===== src/rtl/bus_pkg.sv =====
`default_nettype none
// ============================================================================
//  Module      : bus_pkg
//  Description : Shared types, constants and helpers for the bus terminals.
//  Revision    : 1.0 - initial release
// ============================================================================
package bus_pkg;

  // Terminal address type; every packet carries one in its top byte.
  typedef logic [7:0] bus_id_t;

  // Widest packet the destination helper can accept.
  localparam int MAX_PKT_W = 256;
  typedef logic [MAX_PKT_W-1:0] pkt_t;

  // Field positions for the default 16-bit packet.
  localparam int PCKG_SZ = 16;
  localparam int DEST_HI = PCKG_SZ - 1;
  localparam int DEST_LO = PCKG_SZ - 8;

  // Destination that every terminal accepts, its own id notwithstanding.
  localparam bus_id_t BCAST_ID = 8'hFF;

  // Extract the destination byte from a zero-extended packet of width sz.
  function automatic bus_id_t dest_of(input pkt_t pkt, input int sz);
    return bus_id_t'(pkt >> (sz - 8));
  endfunction

endpackage : bus_pkg
`default_nettype wire


===== src/rtl/bus_fifo_mem.sv =====
`default_nettype none
// ============================================================================
//  Module      : bus_fifo_mem
//  Description : Register-array storage with one write port and a registered
//                head output. Pointer and occupancy control live in the parent.
//  Revision    : 1.0 - initial release
// ============================================================================
module bus_fifo_mem #(
  parameter int width = 16,
  parameter int depth = 8,
  parameter int aw    = 3
) (
  input  logic             clock,
  input  logic             reset,
  input  logic             we,
  input  logic [aw-1:0]    waddr,
  input  logic [width-1:0] wdata,
  input  logic [aw-1:0]    head_addr,
  input  logic             head_en,
  output logic [width-1:0] head
);

  logic [width-1:0] mem [depth];

  // Storage write; contents need no reset because occupancy gates every read.
  always_ff @(posedge clock) begin
    if (we) mem[waddr] <= wdata;
  end

  // Head register loads the entry that will be at the front after this edge,
  // forwarding the write data when that entry is being written right now.
  always_ff @(posedge clock or posedge reset) begin
    if (reset)        head <= '0;
    else if (head_en) head <= (we && (waddr == head_addr)) ? wdata : mem[head_addr];
  end

endmodule : bus_fifo_mem
`default_nettype wire


===== src/rtl/bus_src_fifo.sv =====
`default_nettype none
// ============================================================================
//  Module      : bus_src_fifo
//  Description : Per-terminal source FIFO feeding the parallel bus. Filters
//                self-addressed packets and keeps saturating drop counters.
//  Revision    : 1.0 - initial release
// ============================================================================
module bus_src_fifo
  import bus_pkg::*;
#(
  parameter int          pckg_sz = 16,
  parameter int          depth   = 8,
  parameter logic [7:0]  id      = 8'h00,
  parameter int          cnt_w   = 8
) (
  input  logic                       clock,
  input  logic                       reset,
  input  logic                       push,
  input  logic [pckg_sz-1:0]         D_push,
  output logic                       pndng,
  output logic [pckg_sz-1:0]         D_pop,
  input  logic                       pop,
  output logic                       full,
  output logic [$clog2(depth+1)-1:0] count,
  output logic [cnt_w-1:0]           ovf_cnt,
  output logic [cnt_w-1:0]           self_cnt
);

  localparam int AW = (depth > 1) ? $clog2(depth) : 1;
  localparam int CW = $clog2(depth + 1);

  logic [AW-1:0]    rd_ptr, wr_ptr, rd_nxt, wr_nxt;
  logic [CW-1:0]    count_q, count_nxt;
  logic             pndng_q, full_q;
  logic [cnt_w-1:0] ovf_q, self_q;
  bus_id_t          dest;
  logic             is_self, do_push, do_pop, ovf_hit, self_hit;

  // Pointers run 0..depth-1 and wrap, so depth need not be a power of two.
  function automatic logic [AW-1:0] ptr_inc(input logic [AW-1:0] p);
    return (p == AW'(depth - 1)) ? '0 : p + AW'(1);
  endfunction

  // Accept/drop decisions. A pop only counts when a packet is pending, which
  // lets a full FIFO take a push in the same cycle its head is consumed.
  always_comb begin
    dest     = dest_of(pkt_t'(D_push), pckg_sz);
    is_self  = (dest == id) && (dest != BCAST_ID);
    do_pop   = pop && pndng_q;
    do_push  = push && !is_self && (!full_q || pop);
    ovf_hit  = push && !is_self && full_q && !pop;
    self_hit = push && is_self;
    rd_nxt   = do_pop  ? ptr_inc(rd_ptr) : rd_ptr;
    wr_nxt   = do_push ? ptr_inc(wr_ptr) : wr_ptr;
    case ({do_push, do_pop})
      2'b10:   count_nxt = count_q + CW'(1);
      2'b01:   count_nxt = count_q - CW'(1);
      default: count_nxt = count_q;
    endcase
  end

  // Occupancy state and flags, all registered from the next-state values.
  always_ff @(posedge clock or posedge reset) begin
    if (reset) begin
      rd_ptr  <= '0;
      wr_ptr  <= '0;
      count_q <= '0;
      pndng_q <= 1'b0;
      full_q  <= 1'b0;
    end else begin
      rd_ptr  <= rd_nxt;
      wr_ptr  <= wr_nxt;
      count_q <= count_nxt;
      pndng_q <= (count_nxt != '0);
      full_q  <= (count_nxt == CW'(depth));
    end
  end

  // Drop statistics, held at all-ones once they get there.
  always_ff @(posedge clock or posedge reset) begin
    if (reset) begin
      ovf_q  <= '0;
      self_q <= '0;
    end else begin
      if (ovf_hit  && (ovf_q  != '1)) ovf_q  <= ovf_q  + cnt_w'(1);
      if (self_hit && (self_q != '1)) self_q <= self_q + cnt_w'(1);
    end
  end

  bus_fifo_mem #(
    .width (pckg_sz),
    .depth (depth),
    .aw    (AW)
  ) u_mem (
    .clock     (clock),
    .reset     (reset),
    .we        (do_push),
    .waddr     (wr_ptr),
    .wdata     (D_push),
    .head_addr (rd_nxt),
    .head_en   (count_nxt != '0),
    .head      (D_pop)
  );

  assign pndng    = pndng_q;
  assign full     = full_q;
  assign count    = count_q;
  assign ovf_cnt  = ovf_q;
  assign self_cnt = self_q;

endmodule : bus_src_fifo
`default_nettype wire

===== config.mk =====
export PLATFORM = sky130hd
export DESIGN_NAME = bus_src_fifo
export DESIGN_NICKNAME = d
export VERILOG_FILES = /design/src/rtl/bus_pkg.sv /design/src/rtl/bus_fifo_mem.sv /design/src/rtl/bus_src_fifo.sv
export SDC_FILE = /design/constraint.sdc
export NUM_CORES = 1
export LEC_CHECK = 0
export ABC_AREA = 1
export BUFFER_PORTS_ARGS = -buffer_cell sky130_fd_sc_hd__buf_2
export CAP_MARGIN = 10
export CORE_MARGIN = 8
export CORE_UTILIZATION = 55
export CTS_CLUSTER_DIAMETER = 150
export DETAILED_ROUTE_END_ITERATION = 8
export PLACE_DENSITY = 0.85
export SYNTH_ARGS = -nofsm -noshare
export SYNTH_HDL_FRONTEND = slang
export SYNTH_SLANG_ARGS = --single-unit
export TNS_END_PERCENT = 20

===== constraint.sdc =====
create_clock -name clock -period 6.1 [get_ports clock]
set_input_delay 1.525 -clock clock [delete_from_list [all_inputs] [get_ports clock]]
set_output_delay 1.525 -clock clock [all_outputs]
set_load 0.1 [all_outputs]

# Yosys cells after proc, flatten, opt, wreduce, memory -nomap -nowiden
# Memories as Yosys holds them, arrays and structs flattened. A register that Yosys moved wholly into a read port is not among the register bits.
# Index checks and enable logic that the tools add are counted.
# totals
romBits	0
elab_cells	43
memories	1
latch_bits	0
out_inout_bits	38
ram_bits	128
regBits	28
# memory_table
memory	depth	word_bits	rd	rd_clocked_by_memory_dff	write_ports	line_no	rtl
u_mem.mem	8	16	1	1	1	bus_fifo_mem.sv:23	logic [width-1:0] mem [depth];
# op_classes
n_lt_le_gt_ge	0
n_mul	0
shift	0
eq_ne	8
n_div	0
reduce_logical	15
muxes	6
n_bitwise	0
addsub	6
# ops
op	n
$ne 8x8->1 const B	3
$add 8x1->8 const B	2
$logic_and 1x1->1	9
$mux 3	3
$logic_not 8->1	1
$pmux 4 s2	1
$add 3x1->3 const B	2
$eq 3x3->1 const B	2
$add 4x1->4 const B	1
$eq 4x4->1 const B	1
$reduce_bool 4->1	1
$sub 4x1->4 const B	1
$logic_not 1->1	3
$eq 2x1->1 const B	1
$eq 2x2->1 const B	1
$mux 1	2
$logic_or 1x1->1	1

# Longest topological paths before layout
# Gate-level depths: netlist of run 1.
# depth
ltp_word	8
ltp_mapped	19
ltp_nobuf	18

# Cells and area by module
# From an unflattened synthesis of run 1, not the netlist that was laid out.
# hier_totals
hier_cells	795
hier_area_um2	7935.1
# modules_own_cells
module	area_each_um2	seq_area_each_um2	cells_per_inst	n_inst
bus_fifo_mem	6252.2	4244.1	584	1
bus_src_fifo	1682.9	700.7	211	1

# Worst setup path after synthesis of run 1
# No wires, ideal clock.
# synth_path
path_kind	input port to flip-flop
startpoint	input pop
endpoint	register u_mem.head[0], read port of u_mem.mem
path_slack_ns	2.210
arrival_ns	3.769
path_buffers	1
required_ns	5.979
setup_time_ns	0.121
stages	16
cell_sequence	or2_2 > nand3_1 > ha_1 > nand2_1 > inv_1 > nor2_1 > ha_1 > or2_1 > o21ai_1 > inv_1 > or2_4 > nor2_8 > nand3_4 > buf_6 > nand2_1 > nand2_1
# synth_via
elab_chain_len	5
# synth_lines
element	line_no	rtl
start, declared	bus_src_fifo.sv:22	input logic pop,
$logic_or 1x1->1	bus_src_fifo.sv:50	do_push = push && !is_self && (!full_q || pop);
$logic_and 1x1->1	bus_src_fifo.sv:50	
$eq 2x1->1 / $eq 2x2->1 (equally long branches)	bus_src_fifo.sv:55	case ({do_push, do_pop})
$pmux 4 s2 *	bus_src_fifo.sv:55	
named net count_nxt[1]	bus_src_fifo.sv:33	logic [CW-1:0] count_q, count_nxt;
$reduce_bool 4->1 *	bus_src_fifo.sv:101	.head_en (count_nxt != '0),
named net u_mem.head_en	bus_fifo_mem.sv:19	input logic head_en,
end, declared	bus_fifo_mem.sv:20	output logic [width-1:0] head
# The timed path passes the listed nets; every way through them passes the cells marked *.
# A chain may end at the register's enable or synchronous reset.

# Worst setup path after layout of run 1
# layout_path
startpoint	input D_push[9]
endpoint	register u_mem.head[11], read port of u_mem.mem
# layout_via
elab_chain_len	8
# layout_lines
element	line_no	rtl
start, declared	bus_src_fifo.sv:19	input logic [pckg_sz-1:0] D_push,
$ne 8x8->1 / $logic_not 8->1 (equally long branches)	bus_src_fifo.sv:48	is_self = (dest == id) && (dest != BCAST_ID);
$logic_and 1x1->1 *	bus_src_fifo.sv:48	
$logic_not 1->1 *	bus_src_fifo.sv:50	
$logic_and 1x1->1 * (2 in series)	bus_src_fifo.sv:50	
$eq 2x1->1 / $eq 2x2->1 (equally long branches)	bus_src_fifo.sv:55	
$pmux 4 s2 *	bus_src_fifo.sv:55	
named net count_nxt[1]	bus_src_fifo.sv:33	
$reduce_bool 4->1 *	bus_src_fifo.sv:101	
# Marks and branches as above.

==> run metrics, run 1 <==
CTS Hold Bufs 0; Post-Route WL roughly 19,000 um; RR Startpoint rd_ptr[0]; FF+latch count, synth 172; met3 usage 0.0635; critical path arrival 4.44 ns; Core Footprint 14,400 um^2; total die area about 19,000 um^2; die width 137 um; std cell rows 44; final net count ~900; global-route track usage on met2 0.325; Final Cell Area 9070 um^2; Distinct cells, synth 29; post-cts sizing count 0; fmax 243 MHz; Primary FF master, synth edfxtp_1; Setup Fix Bufs, Post-CTS 0; Rel. slew slack 0.157; Post-Syn Area between 8000 and 9000 um^2; worst reg2reg path depth 10; period utilization 0.674; CP Capture Type flop; status completed; fin crit period 4.11 ns; layer with the highest usage met2; vias in the first global route between 5,000 and 6,000; antenna violations before repair 3; Syn Nets 870; area of the multi-input gates between 2000 and 2500 um^2; CTS sink cnt ~170; final clock skew 0.00811 ns; cell count after synthesis 841; Reg area around 5000 um^2; Die Y 137 um; CTS tree built; Hold Vio Cnt, Final 0; Area after DPL between 8000 and 9000 um^2; number of synthesized flops with an enable pin 128; Setup violations, final 0; Yosys Warn Count 0; detailed-route vias per instance ~5.6; DRC 0; Mean Syn Cell Area between 9 and 10 um^2; Worst Path Max Fanout 18; gr usage total 0.208; H-tree levels 4; power density over cell area 567 nW/um^2; Leakage 4.30 nW; clk_lat worst skew around 0.43 ns; type of the worst setup path in -> reg; CTS Buf Count 17; DR vias 6,051; max-cap violations 0; asr flop ratio synth 0.256; first-pass GRT wire length 29,800 um; class of the worst hold path reg -> reg; Initial Util 0.560; commonest cells after routing, fill and taps aside nand3_1 (220), inv_1 (162), nand2_1 (144), edfxtp_1 (128), buf_2 (57); buffers added on ports 57; Area Overhead vs Synth 12.3%; largest net degree at the start of global routing 66; buffer depth of the longest clock path 2; Worst-path clk slew ~0.07 ns; Critical Path Source Type input port; pin slew with the least headroom to its limit 1.26 ns; 1st-iter DRT viols 592; Top Ports 58; Routed WL per cell about 17 um; root buffer cell clkbuf_16; hpwl dp 11,100 um; Layout fillers about 1,100; Routed Antenna Nets 0; setup TNS 0 ns; IR drop worst, VDD roughly 0.34 mV; Hold Startpoint ovf_cnt[3]; most common cell after layout, fill and taps aside nand3_1; GR Overflow Total 0; Req. time, crit path around 6.4 ns; TritonRoute pass-1 iters 5; met1 usage 0.265; RSZ-0062 raised after global routing false; share of cells above drive strength 1 0.129; Seq/Total Area, Yosys 0.612; Worst Setup SP D_push[9]; GPL Wtd Cong 0.832; WHS Path Cells 1; Max Transition Viols Final 0
-- where the power goes --
part | leakage [nW] | internal (mW) | switching (mW)
logic | 2.31 | 0.578 | 1.93
clock network | 0.281 | 0.541 | 0.490
registers | 1.71 | 1.50 | 0.108
-- final cells by class --
class,instances,share of cell area
diodes,1,0.000276
multi-input cells,466,0.258
flip-flops and latches,172,0.545
repair buffers,69,0.0414
clock inverters,14,0.0143
well taps,184,0.0254
inverters,165,0.0683
clock buffers,18,0.0473
-- sequential cells by signal, summed over array words and instances (netlist names) --
name	cells
self_cnt	8
u_mem.mem	128
u_mem.head	16
wr_ptr	3
full	1
ovf_cnt	8
pndng	1
rd_ptr	3
count	4
-- path summary, 6_finish.rpt --
kind	to	slack, ns
max reg2reg	u_mem.head[11]	2.83
min	ovf_cnt[3]	0.52
max	u_mem.head[11]	1.99
max in group asynchronous	u_mem.head[4]	4.53
min reg2reg	ovf_cnt[3]	0.52
min in group asynchronous	self_cnt[5]	1.21
-- cell usage after synthesis (4+ instances only) --
cell | n | area (um^2)
nand4_1 | 20 | 125
nand2_1 | 146 | 548
nor2_1 | 23 | 86.3
nor3_1 | 6 | 30.0
nand2_2 | 6 | 37.5
nand3_1 | 220 | 1100
clkbuf_1 | 13 | 48.8
o21ai_0 | 6 | 30.0
dfrtp_1 | 44 | 1100
ha_1 | 9 | 113
buf_2 | 21 | 105
inv_1 | 163 | 612
xor2_1 | 13 | 114
xnor2_1 | 4 | 35.0
edfxtp_1 | 128 | 3840
-- routing by layer --
layer  wire length, um  up-vias
li1                  -     2868
met1              7250     2816
met2              8760      314
met3              2230       49
met4               469        4
met5                26        -
-- worst max-delay path, stage by stage --
cell     delay [ns]
buf_2          0.17
inv_1          0.06
nand2_1        0.10
nor2_1         0.08
nand2_1        0.18
nand3_1        0.22
ha_1           0.33
nand2_1        0.08
inv_1          0.05
nor2_1         0.14
ha_1           0.24
or2_1          0.20
o21ai_1        0.07
inv_1          0.06
or2_4          0.25
nor2_8         0.25
nand3_4        0.22
nand2_1        0.15
nand2_1        0.05
-- cell families (layout without fill, tap and decap cells) --
group | after synthesis | count (layout) | synth area share
multiplexers | 2 | 2 | 0.00279
adder cells (fa/ha/maj) | 9 | 9 | 0.0139
XOR/XNOR | 17 | 17 | 0.0184
other | 0 | 1 | 0
buffers and inverters | 203 | 266 | 0.0990
AO/OA/AOI/OAI | 10 | 10 | 0.00635
flip-flops | 172 | 172 | 0.612
AND/OR/NAND/NOR | 428 | 428 | 0.247
-- stage by stage --
step / worst slack [ns] / util / power [mW] / std cells / hold WS [ns]
CTS: 2.02 / 0.629 / 5.13 / 1088 / 0.525
detailed placement: 1.59 / 0.590 / 4.09 / 1056 / 0.515
finish: 1.99 / 0.629 / 5.15 / 1089 / 0.517
global placement: 1.75 / 0.590 / 4.04 / 1056 / 0.502
floorplan: 2.21 / - / 3.51 / 841 / 0.576
global route: 1.71 / 0.629 / 5.45 / 1089 / 0.544
No activity file was read; power rests on OpenSTA's default activity.
==> run 2: changes to the inputs <==
Clock period 6.1 ns to 3.8 ns, I/O delays scaled along.
==> run 2 against run 1 <==
Compared with the run above:
- first-iteration DRC count rose by 9.1%
- critical path type unchanged
- worst setup slack got worse by 1.4 ns
- die area did not move
- global-route usage rose by 0.51 points
- sequential cell count did not move
- cell count rose by 1.0%
- largest power group unchanged
- sequential share of layout area fell by 0.83 points
- critical endpoint is now u_mem.head[10]
- via count rose by 1.8%
==> run metrics, run 2 (synthesis results as in run 1) <==
Cell Chain, Critical Path buf_2, inv_1, nand2_1, nor2_1, nand2_1, nand3_1, ha_1, nand2_1, inv_1, nor2_1, ha_1, or2_1, o21ai_1, inv_1, or2_4, nor2_8, buf_4, nand4_1, nand2_1; Setup Fix Bufs, Post-CTS 0 (unchanged); final net count 933 (+1.4%); r2r setup slk 0.87 ns (-1.96 ns); gr usage total 0.213 (+0.00510); Worst-path clk slew 0.06 ns (about the same); worst reg2reg path depth 13 (+3); Post-Route WL 19,400 um (+3.4%); Critical Path Source Type input port; Placed Instances 1,069 (+1.2%); setup TNS 0 ns (unchanged); Rel. slew slack 0.497 (+0.341); post-cts sizing count 0 (unchanged); Leakage 4.37 nW (+1.6%); cell mode on critical path nand2_1; period utilization 0.848; Hold Vio Cnt, Final 0 (unchanged); Finished Layout Cells 1,100 (+1.0%); DR vias 6,159 (+1.8%); type of the worst setup path in -> reg; crit-path max cell delay 0.28 ns (-0.05 ns); root buffer cell clkbuf_16; CTS sink cnt 172 (unchanged); CTS Buf Count 17 (unchanged); CP Capture Type flop; Die Y 137 um (unchanged); Worst Path Max Fanout 15 (-3); status completed; hpwl dp 11,900 um (+8.0%); Layout fillers 1,115 (-2.8%); critical path arrival 3.59 ns (-0.85 ns); GR Overflow Total 0 (unchanged); DRC 0 (unchanged); GPL Wtd Cong 0.805 (-3.3%); antenna violations before repair 0 (-3); Initial Util 0.560 (unchanged); commonest cells after routing, fill and taps aside nand3_1 (220), inv_1 (162), nand2_1 (144), edfxtp_1 (128), buf_2 (57); final clock skew 0.00865 ns (+0.000539 ns); Setup violations, final 0 (unchanged); pin slew with the least headroom to its limit 0.753 ns (-0.509 ns); Largest regs u_mem.mem: 128 flops, u_mem.head: 16 flops; Req. time, crit path 4.17 ns (-2.26 ns); area of the multi-input gates 2340 um^2 (unchanged); Max Transition Viols Final 0 (unchanged); first-pass GRT wire length 30,400 um (+2.2%); Reg area 4940 um^2 (unchanged); IR drop worst, VDD 0.509 mV (+51%); buffers added on ports 57 (unchanged); largest net degree at the start of global routing 47 (-29%); RR Startpoint rd_ptr[0]; TritonRoute pass-1 iters 5 (unchanged); crit path max-delay cell type ha_1; detailed-route vias per instance 5.60 (+0.77%); max FFs per register 128 (unchanged); max-cap violations 0 (unchanged); Final Cell Area 9210 um^2 (+1.5%); pre-CTS WS 0.161 ns (-1.43 ns); Int Pwr 4.49 mW (+71%); Routed WL per cell 17.6 um (+2.3%); most flop-heavy register u_mem.mem; die width 137 um (unchanged); vias in the first global route 5,937 (+5.3%); CTS Hold Bufs 0 (unchanged); worst flop-to-flop path endpoint u_mem.head[10]; Area Overhead vs Synth 14.0%; diode count 0 (-1); total die area 18,800 um^2 (unchanged); Routed Antenna Nets 0 (unchanged); clk_lat worst skew 0.43 ns (about the same); Area after DPL 8610 um^2 (+1.1%); std cell rows 44 (unchanged); share of cells above drive strength 1 0.139 (+0.00922); 1st-iter DRT viols 646 (+9.1%); power density over cell area 922 nW/um^2 (+63%); Reg power frac 0.304 (-0.009); fmax 310 MHz; CTS tree built; Setup WS post-layout 0.576 ns (-1.41 ns); RSZ-0062 raised after global routing false; H-tree levels 4 (unchanged); Top Ports 58 (unchanged); Switching Share 0.472 (-0.0191); buffer depth of the longest clock path 2 (unchanged); fin crit period 3.22 ns; Core Footprint 14,400 um^2 (unchanged); class of the worst hold path in -> async; Logic pwr share 0.487 (about the same); most common cell after layout, fill and taps aside nand3_1; Sw Pwr 4.01 mW (+59%); clock share of power 0.209 (+0.009); Worst Setup SP D_push[9]
-- run 2: cell count changes in the layout (fill, tap and decap cells not counted) --
cell and delta:
inv_8 -6, clkinvlp_4 +2, inv_6 -3, bufinv_16 +4
clkinvlp_2 +1, clkinv_1 +2, clkinv_4 -1, buf_4 +13
diode_2 -1
-- run 2: through the flow --
| stage | hold slack (ns) | util | power, mW |
|---|---|---|---|
| 4_1_cts | 0.485 | 0.639 | 8.45 |
| 2_1_floorplan | 0.576 | - | 5.64 |
| 6_report | 0.484 | 0.639 | 8.49 |
| 5_1_grt | 0.513 | 0.639 | 8.94 |
| 3_3_place_gp | 0.503 | 0.597 | 6.57 |
| 3_5_place_dp | 0.503 | 0.597 | 6.65 |
-- run 2: worst max-delay path: cells and delay by family --
kind	cells	cell delay (ns)
AND/OR/NAND/NOR	11	1.49
AO/OA/AOI/OAI	1	0.07
adder cells (fa/ha/maj)	2	0.52
buffers and inverters	5	0.56
-- run 2: cell type report --
cell class                      count  area share
Clock buffer                       18      0.0466
Tap cell                          184      0.0250
Inverter                          165      0.0672
Timing Repair Buffer               82      0.0513
Clock inverter                     13      0.0190
Multi-Input combinational cell    466       0.254
Sequential cell                   172       0.537
-- run 2: how the worst max path moves through the flow --
stage,end,slack [ns],cells past startpoint
6_report,u_mem.head[10],0.58,19
5_1_grt,u_mem.head[15],0.32,19
4_1_cts,u_mem.head[10],0.61,19
3_5_place_dp,u_mem.head[1],0.16,19
3_3_place_gp,u_mem.head[10],0.30,18
2_1_floorplan,u_mem.head[0],0.46,17
-- run 2: power by group through the flow --
stage	logic [mW]	clock network (mW)	registers, mW
floorplan	2.12	0	3.52
global placement	3.96	0	2.61
detailed placement	4.03	0	2.62
CTS	4.08	1.79	2.58
global route	4.46	1.86	2.62
finish	4.14	1.78	2.58
-- run 2: layer usage --
metal  vias to the layer above  wire length, um  track usage
met5                         -                0            0
met4                         0              444       0.0996
met3                        48             1980       0.0500
met2                       325             9370        0.340
met1                      2883             7580        0.272
li1                       2903                -            -
